`src/rtl/branch_predictor.sv`:
```
// Direct-mapped branch target buffer with 2-bit direction counters.
// Lookup is combinational; updates, flush and statistics take effect at the next edge.
module branch_predictor #(
   parameter int XLEN    = 32,
   parameter int ENTRIES = 16,
   parameter int CNT_W   = 16
) (
   input  logic             clk,
   input  logic             rst,
   input  logic [XLEN-1:0]  lu_pc,
   output logic             lu_hit,
   output logic             lu_taken,
   output logic [XLEN-1:0]  lu_target,
   input  logic             upd_valid,
   input  logic [XLEN-1:0]  upd_pc,
   input  logic             upd_taken,
   input  logic [XLEN-1:0]  upd_target,
   input  logic             upd_pred_taken,
   input  logic [XLEN-1:0]  upd_pred_target,
   input  logic             flush,
   output logic [CNT_W-1:0] stat_updates,
   output logic [CNT_W-1:0] stat_mispredicts,
   output logic             mispredict
);

   localparam int IDX_W = $clog2(ENTRIES);
   localparam int TAG_W = XLEN - IDX_W - 2;

   logic             valid_q [ENTRIES];
   logic [1:0]       cnt_q   [ENTRIES];
   logic [TAG_W-1:0] tag_q   [ENTRIES];
   logic [XLEN-1:0]  tgt_q   [ENTRIES];

   logic [CNT_W-1:0] stat_upd_q, stat_upd_d;
   logic [CNT_W-1:0] stat_mis_q, stat_mis_d;
   logic             mispredict_q, mispredict_d;

   logic [IDX_W-1:0] lu_idx, upd_idx;
   logic [TAG_W-1:0] lu_tag, upd_tag;
   logic             upd_hit;
   logic             entry_we;
   logic [1:0]       cnt_d;

   assign lu_idx  = lu_pc[IDX_W+1:2];
   assign lu_tag  = lu_pc[XLEN-1:IDX_W+2];
   assign upd_idx = upd_pc[IDX_W+1:2];
   assign upd_tag = upd_pc[XLEN-1:IDX_W+2];

   assign lu_hit    = valid_q[lu_idx] && (tag_q[lu_idx] == lu_tag);
   assign lu_taken  = lu_hit && cnt_q[lu_idx][1];
   assign lu_target = lu_hit ? tgt_q[lu_idx] : lu_pc + XLEN'(4);

   assign upd_hit  = valid_q[upd_idx] && (tag_q[upd_idx] == upd_tag);
   assign entry_we = upd_valid && !flush && (upd_hit || upd_taken);

   // NOTE: every variable gets a default first so no path leaves it unassigned (no latch).
   always_comb begin
      cnt_d        = 2'b10;
      mispredict_d = 1'b0;
      stat_upd_d   = stat_upd_q;
      stat_mis_d   = stat_mis_q;
      if (upd_hit) begin
         if (upd_taken) cnt_d = (cnt_q[upd_idx] == 2'b11) ? 2'b11 : cnt_q[upd_idx] + 2'd1;
         else           cnt_d = (cnt_q[upd_idx] == 2'b00) ? 2'b00 : cnt_q[upd_idx] - 2'd1;
      end
      if (upd_valid) begin
         mispredict_d = (upd_taken != upd_pred_taken) ||
                        (upd_taken && upd_pred_taken && (upd_target != upd_pred_target));
         if (stat_upd_q != '1) stat_upd_d = stat_upd_q + CNT_W'(1);
         if (mispredict_d && (stat_mis_q != '1)) stat_mis_d = stat_mis_q + CNT_W'(1);
      end
   end

   // NOTE: sequential state uses non-blocking assignments so all registers sample pre-edge values.
   always_ff @(posedge clk) begin
      if (rst) begin
         for (int i = 0; i < ENTRIES; i++) begin
            valid_q[i] <= 1'b0;
            cnt_q[i]   <= 2'b01;
         end
         stat_upd_q   <= '0;
         stat_mis_q   <= '0;
         mispredict_q <= 1'b0;
      end else begin
         if (flush) begin
            for (int i = 0; i < ENTRIES; i++) valid_q[i] <= 1'b0;
         end else if (entry_we) begin
            valid_q[upd_idx] <= 1'b1;
            cnt_q[upd_idx]   <= cnt_d;
         end
         stat_upd_q   <= stat_upd_d;
         stat_mis_q   <= stat_mis_d;
         mispredict_q <= mispredict_d;
      end
   end

   // NOTE: tags and targets are not reset; they are only observed behind a set valid bit.
   always_ff @(posedge clk) begin
      if (!rst && entry_we) begin
         tag_q[upd_idx] <= upd_tag;
         if (upd_taken) tgt_q[upd_idx] <= upd_target;
      end
   end

   assign stat_updates     = stat_upd_q;
   assign stat_mispredicts = stat_mis_q;
   assign mispredict       = mispredict_q;

endmodule

```
`config.mk`:
```
export PLATFORM = sky130hd
export DESIGN_NAME = branch_predictor
export DESIGN_NICKNAME = d
export VERILOG_FILES = /design/src/rtl/branch_predictor.sv
export SDC_FILE = /design/constraint.sdc
export NUM_CORES = 1
export LEC_CHECK = 0
export CAP_MARGIN = 40
export CELL_PAD_IN_SITES_DETAIL_PLACEMENT = 2
export CELL_PAD_IN_SITES_GLOBAL_PLACEMENT = 2
export CORE_ASPECT_RATIO = 0.9
export CORE_MARGIN = 2
export CORE_UTILIZATION = 46
export CTS_BUF_LIST = sky130_fd_sc_hd__clkbuf_4 sky130_fd_sc_hd__clkbuf_8
export DETAILED_ROUTE_END_ITERATION = 10
export PLACE_DENSITY_LB_ADDON = 0.1
export SYNTH_ARGS = -nofsm -noshare
export SYNTH_HDL_FRONTEND = slang
export SYNTH_SLANG_ARGS = --single-unit
export TNS_END_PERCENT = 1
```
`constraint.sdc`:
```
create_clock -name clk -period 6.83 [get_ports clk]
set_clock_uncertainty 0.2 [all_clocks]
set_input_delay 0.683 -clock clk [delete_from_list [all_inputs] [get_ports clk]]
set_output_delay 0.683 -clock clk [all_outputs]
set_load 0.01 [all_outputs]
```
# Word level (Yosys, flattened, before mapping)
# Memories as Yosys holds them, arrays and structs flattened.
# Cells that the tools add are included.
[word_totals]
mem_bits_rw = 976
elab_cells = 96
out_inout_bits = 67
romBits = 0
inputBits = 134
latchBits = 0
memories = 4
reg_bits = 33
[classes]
n_eq_ne = 7
n_lt_le_gt_ge = 0
add_sub_neg = 5
bitwise = 17
muxes = 41
mul = 0
n_shift = 0
div_mod_pow = 0
reduce_logical = 19
[memory_table]
columns = ["memory", "depth", "word_bits", "read_ports", "rd_ports_with_merged_regs", "wr", "line", "rtl"]
rows = [
  ["tgt_q", 16, 32, 1, 0, 1, "32", "logic [XLEN-1:0] tgt_q [ENTRIES];"],
  ["tag_q", 16, 26, 2, 0, 1, "31", "logic [TAG_W-1:0] tag_q [ENTRIES];"],
  ["cnt_q", 16, 2, 2, 0, 16, "30", "logic [1:0] cnt_q [ENTRIES];"],
  ["valid_q", 16, 1, 2, 0, 16, "29", "logic valid_q [ENTRIES];"],
]
[op_table]
columns = ["operator", "n"]
rows = [
  ["== test 26 bit", 2],
  ["2-to-1 mux 1 bit", 33],
  ["adder 16 x 1 -> 16 bit, second input constant", 2],
  ["adder 32 x 3 -> 32 bit, second input constant", 1],
  ["2-to-1 mux 32 bit", 1],
  ["inequality test 16 bit, second input constant", 2],
  ["inequality test 32 bit", 1],
  ["OR 1 bit", 16],
  ["2-to-1 mux 2 bit", 5],
  ["logical AND 1 bit", 9],
  ["2-to-1 mux 4 bit", 2],
  ["AND reduction 2 bit", 2],
  ["OR reduction 2 bit", 2],
  ["adder 2 x 1 -> 2 bit, second input constant", 1],
  ["== test 2 bit, second input constant", 1],
  ["logical NOT 1 bit", 2],
  ["logical NOT 2 bit", 1],
  ["logical OR 1 bit", 2],
  ["subtractor 2 x 1 -> 2 bit, second input constant", 1],
  ["inequality test 1 bit", 1],
  ["NOT 1 bit", 1],
  ["OR reduction 1 bit", 1],
]

# Depth between registers and ports, before layout
# An unclocked memory read counts as a cell.
[depth]
word_depth = 11
mapped_depth = 14
ltp_nobuf = 9

# Worst setup path before layout
# Ideal clock, no wire load.
[synth_timing]
kind = "input -> register"
startpoint = "input upd_pc[5]"
endpoint = "memory tgt_q[4][0], enable pin"
n_path_buf = 5
path_stages = 8
arrival_ns = 4.289
path_slack_ns = 1.880
required_time_ns = 6.169
setup_time_ns = 0.461
path_cell_list = "buf_2 > buf_2 > buf_2 > buf_2 > clkbuf_1 > nand2b_1 > or3_1 > nor3_1"
[synth_between]
elab_chain_len = 8
word_cells_on_any_way = 9
classes_between = "eq/ne (1); mux (2); reduce/logical (4); memory (2)"
[synth_lines]
columns = ["element", "line", "rtl"]
rows = [
  ["from (decl)", "15", "input logic [XLEN-1:0] upd_pc,"],
  ["memory read (16 x 26 bit)", "n/a", ""],
  ["== test 26 bit", "53", "assign upd_hit = valid_q[upd_idx] && (tag_q[upd_idx] == upd_tag);"],
  ["logical AND 1 bit", "53", ""],
  ["logical OR 1 bit", "54", "assign entry_we = upd_valid && !flush && (upd_hit || upd_taken);"],
  ["logical AND 1 bit", "54", ""],
  ["logical AND 1 bit", "99", "if (!rst && entry_we) begin"],
  ["2-to-1 mux 1 bit", "99", ""],
  ["2-to-1 mux 1 bit (implied by the code)", "101", "if (upd_taken) tgt_q[upd_idx] <= upd_target;"],
  ["to (decl)", "32", ""],
]
# Several ways; a longest one is shown, not always the timed one.

# Worst setup path in the final report
[layout_timing]
startpoint = "input lu_pc[2]"
endpoint = "output lu_target[9]"
[layout_between]
elab_chain_len = 4
word_cells_on_any_way = 7
classes_between = "add/sub (1); eq/ne (1); mux (1); reduce/logical (1); memory (3)"
[layout_lines]
columns = ["element", "line", "rtl"]
rows = [
  ["from (decl)", "10", "input logic [XLEN-1:0] lu_pc,"],
  ["memory read (16 x 26 bit)", "n/a", ""],
  ["== test 26 bit", "49", "assign lu_hit = valid_q[lu_idx] && (tag_q[lu_idx] == lu_tag);"],
  ["logical AND 1 bit", "49", ""],
  ["2-to-1 mux 32 bit (*)", "51", "assign lu_target = lu_hit ? tgt_q[lu_idx] : lu_pc + XLEN'(4);"],
  ["to (decl)", "13", "output logic [XLEN-1:0] lu_target,"],
]
# Mark *: on every way between the ends. The rest lies on a longest branch, timed or not.

==> results.txt <==
The flow ran to the end, and the final reports show no timing, DRC or antenna violations. The number of cells on the worst hold path is 2. Signal routing reaches up to met5. After clock tree synthesis, the clock-pin slew on the worst setup and hold paths is 60 ps. The max-slew violation count was 0. Setup repair after global routing left no endpoint under its margin.

The final layout contains 2841 nets. Dividing the detail-routed via count by the number of cells gives 6.42. The dominant combinational cell family by area after synthesis was multiplexers. The clock period could shrink to 6110 ps. Dividing total power by cell area gives a power density of 252 mW/mm2. The number of hold violations in the final report was 0. The chip height was 300 um. The simple-gate share of the synthesized area is 3.99%, and the count of routing violations after the opening detailed-route iteration is 2793. The total negative slack for setup checks came out at 0 ps. The tools report the launch point of the worst hold path as rst.

The worst hold path terminates at stat_updates[5]$_SDFFE_PP0P_. Summed over all cells, the static leakage comes to 16.9 nW. At the pin with the least slew margin, the transition time is 869 ps.

The layout overhead on the synthesized area came out at 16.4%. The run gives 5950 ps as the data required time of the critical path. Floorplan die area: 0.0999 mm2.

The number of cell instances on the worst register-to-register path is 11, and the total number of vias is 26300. The average instance in the mapped netlist occupies 19.0 um2. The total setup buffers inserted after CTS is 0, and the multiplexer share of the synthesized area is 22.1%. The area fraction in compound gates after synthesis is 2.73%. The number of buffer cells added on primary ports works out to 198. Clock tree synthesis selected as its root buffer the cell clkbuf_8. The run gives 13.1 mW as the post-route total power. In this run, post-CTS hold repair placed 0 buffers.

Wire segments on met2 add up to 71300 um in the final route. Timing would allow up to 164 MHz. For the core outline area, the log shows 0.0965 mm2.

For the post-route core utilization, the log shows 54.0%. In this run, synthesis produced a sequential element count of 1009. The average wire per cell in the routed design is 36.5 um, and the number of cells upsized or downsized after cts is 0.

The post-synthesis share of cell area spent on xor and xnor gates was 2.74%; the largest net degree at the start of global routing was 66. The tools report the number of antenna-violating nets in the routed design as 0. The number of flops mapped to enable cells by yosys is 960, and the summed instance area of the synthesized netlist is 0.0448 mm2. STA classifies the critical path endpoint as an output pin.

The number of antenna violations at the first check in global routing is 8. In this run the worst hold path is classified as in -> reg. The run gives 1009 as the clock sink count. Headroom to the max-slew limit came out at 42.1%. For the worst setup path, the data arrival time is 5220 ps. For the number of nets in the synthesized netlist, the log shows 2495. The number of cells in the design after placement was 3795; the post-synthesis async set-or-reset flop share was 0%. The post-route DRC violation count is 0, and the number of placement rows is 108.

Setup violations remaining at the end of the flow were counted as 0. The kind of start point of the critical path is an input pin. Synthesis handed over a netlist of 2357 instances. The startpoint of the most critical register-to-register path is tag_q[6][5]$_DFFE_PP_.

The wire length on met3 was 12800 um. For this run, the register share of the synthesized area comes to 66.6%. The run gives 84.9 ps as the final worst hold slack.

In this run, CTS created clock tree buffers numbering 168. For the highest ir drop seen on vdd, the log shows 0.207 mV. The prevailing post-synth register cell was edfxtp_1.

The tools report the number of max-capacitance violations reported as 0. The critical path is of the in -> out type. Across all register-to-register paths, the minimum setup slack is 2230 ps. Global-route usage over all layers: 30.1%.

The clock passes through at most 3 buffers. The finished layout holds 4097 standard cells, fillers aside. The endpoint identified for the worst register-to-register timing path is tag_q[11][18]$_DFFE_PP_. The number of levels the H-tree was split into came out at 4. The total overflow left after global routing is 0.

For this block, the routed nets add up to 149000 um of wire. The tools report the number of global-route vias before repair as 28700. The ratio of cells with drive above 1 in the final layout is 29.3%. Measured along the x axis, the die boundary spans 333 um.

The run gives 93900 um as the estimated wirelength of the detail-placed design. In this run the worst path has a maximum fanout of 42. The share of the clock period used by the worst path after layout is 89.4%, and the number of unique standard cell types used by synthesis is 68. The logs give 201 for the I/O pin total and 0 for the total of warnings raised by yosys.

The detailed router put a total of 62000 um of wire on met1. Of the total synthesized cell area, the portion taken by full adders, half adders and majority gates is 0.112%. TritonCTS built the clock tree. The first global-routing pass estimated 213000 um of wire. The logs give 46.4% for the initial standard-cell utilization of the core and 870 ps for the clock latency at the later pin of the worst-skew pair. The final weighted congestion in routability-driven placement is 0.862, and the detailed-routing iteration count for the pre-antenna-repair pass is 5.
==> kinds of logic after synthesis <==
| family | Yosys count |
|---|---|
| XOR/XNOR | 140 |
| buffers and inverters | 153 |
| multiplexers | 514 |
| adder cells (fa/ha/maj) | 4 |
| AND/OR/NAND/NOR | 370 |
| flip-flops | 1009 |
| AO/OA/AOI/OAI | 167 |
==> cell usage after synthesis, drive strengths merged, types with 13 or more instances <==
cell | instances | share of area (%)
nand4 | 20 | 0.28
nor4 | 15 | 0.24
o21bai | 16 | 0.27
mux2i | 106 | 2.4
clkbuf | 60 | 0.50
inv | 13 | 0.11
edfxtp | 960 | 64
nand2 | 101 | 0.85
dfxtp | 49 | 2.2
a211oi | 13 | 0.22
and3 | 15 | 0.21
nor2 | 106 | 0.89
mux2 | 43 | 1.3
xnor2 | 50 | 0.98
nand3 | 38 | 0.44
nor3 | 13 | 0.15
mux4 | 365 | 18
a21oi | 26 | 0.30
a22oi | 16 | 0.27
xor2 | 90 | 1.8
a21o | 13 | 0.22
buf | 78 | 1.1
o21ai | 26 | 0.29
==> how the worst max path moves through the flow <==
stage / end / slack (ps) / cells after the start / startpoint
final: lu_target[9] / 720 / 13 / lu_pc[2]
after detailed placement: lu_target[9] / 800 / 13 / lu_pc[2]
after CTS: lu_target[9] / 710 / 13 / lu_pc[2]
after global routing: lu_target[0] / 570 / 13 / lu_pc[2]
after global placement: lu_target[10] / 940 / 13 / lu_pc[2]
after floorplan: tgt_q[4][0]$_DFFE_PP_ / 1880 / 8 / upd_pc[5]
==> cell usage in the layout, fill, tap and decap left out, types with 12 or more instances in the layout <==
cell	synthesis	routed
a211oi_1	13	13
a21o_1	13	13
a21oi_1	25	25
a22oi_1	16	16
and3_1	15	14
buf_12	1	13
buf_4	18	100
clkbuf_4	0	51
clkbuf_8	0	177
clkdlybuf4s50_1	0	190
clkinv_1	2	37
clkinv_2	0	18
dfxtp_1	49	49
edfxtp_1	960	960
inv_1	13	12
mux2_2	14	14
mux2_4	29	29
mux2i_1	106	106
mux4_2	357	357
nand2_1	101	101
nand2b_1	12	12
nand3_1	37	37
nand4_1	20	20
nor2_1	106	75
nor2_4	0	31
nor2b_1	12	12
nor3_1	13	12
nor4_1	14	14
o21ai_0	25	25
o21bai_1	16	16
or3_1	12	12
xnor2_1	50	50
xor2_1	90	90
==> power by group <==
| part | total, mW | leakage (nW) | internal [mW] | switching (mW) |
|---|---|---|---|---|
| Sequential | 6.82 | 9.07 | 6.80 | 0.0161 |
| Combinational | 1.11 | 6.18 | 0.460 | 0.649 |
| Clock | 5.22 | 1.69 | 2.71 | 2.51 |
==> area by class of cell <==
cell class	count	area, um2
timing repair buffer	314	3050
inverter	15	57.6
clock inverter	66	365
antenna	6	15.0
tap	1265	1580
clock buffer	227	2810
sequential	1009	29800
multi-input combinational	1195	14400
fill	8192	44400
==> state kept, by name, summed over array words and instances, names as in the netlist <==
register / count
stat_mispredicts: 16
cnt_q: 32
stat_updates: 16
mispredict: 1
tag_q: 416
tgt_q: 512
valid_q: 16
==> per-stage QoR <==
step                setup slack (ps)  area (um2)
floorplan                       1880       44800
CTS                              707       52100
finish                           725       52100
global placement                 943       48700
global route                     569       52100
detailed placement               796       48900
==> layer usage <==
layer / global-route usage, % / vias to the layer above
li1: - / 10500
met2: 47.9 / 1315
met1: 42.2 / 14300
met5: 0 / -
met3: 7.12 / 221
met4: 7.90 / 10
==> worst max-delay path, cell delays in order <==
cell             delay (ps)
buf_8                   350
buf_12                  420
nor2b_1                 560
a221oi_1                210
a21oi_1                 170
o21ai_0                 230
xor2_1                  240
nor4b_1                 570
nand3_2                 230
nor4_4                  240
buf_12                  310
mux2_4                  360
clkdlybuf4s50_1         510
Note: power is estimated with default switching activity, not from simulation.
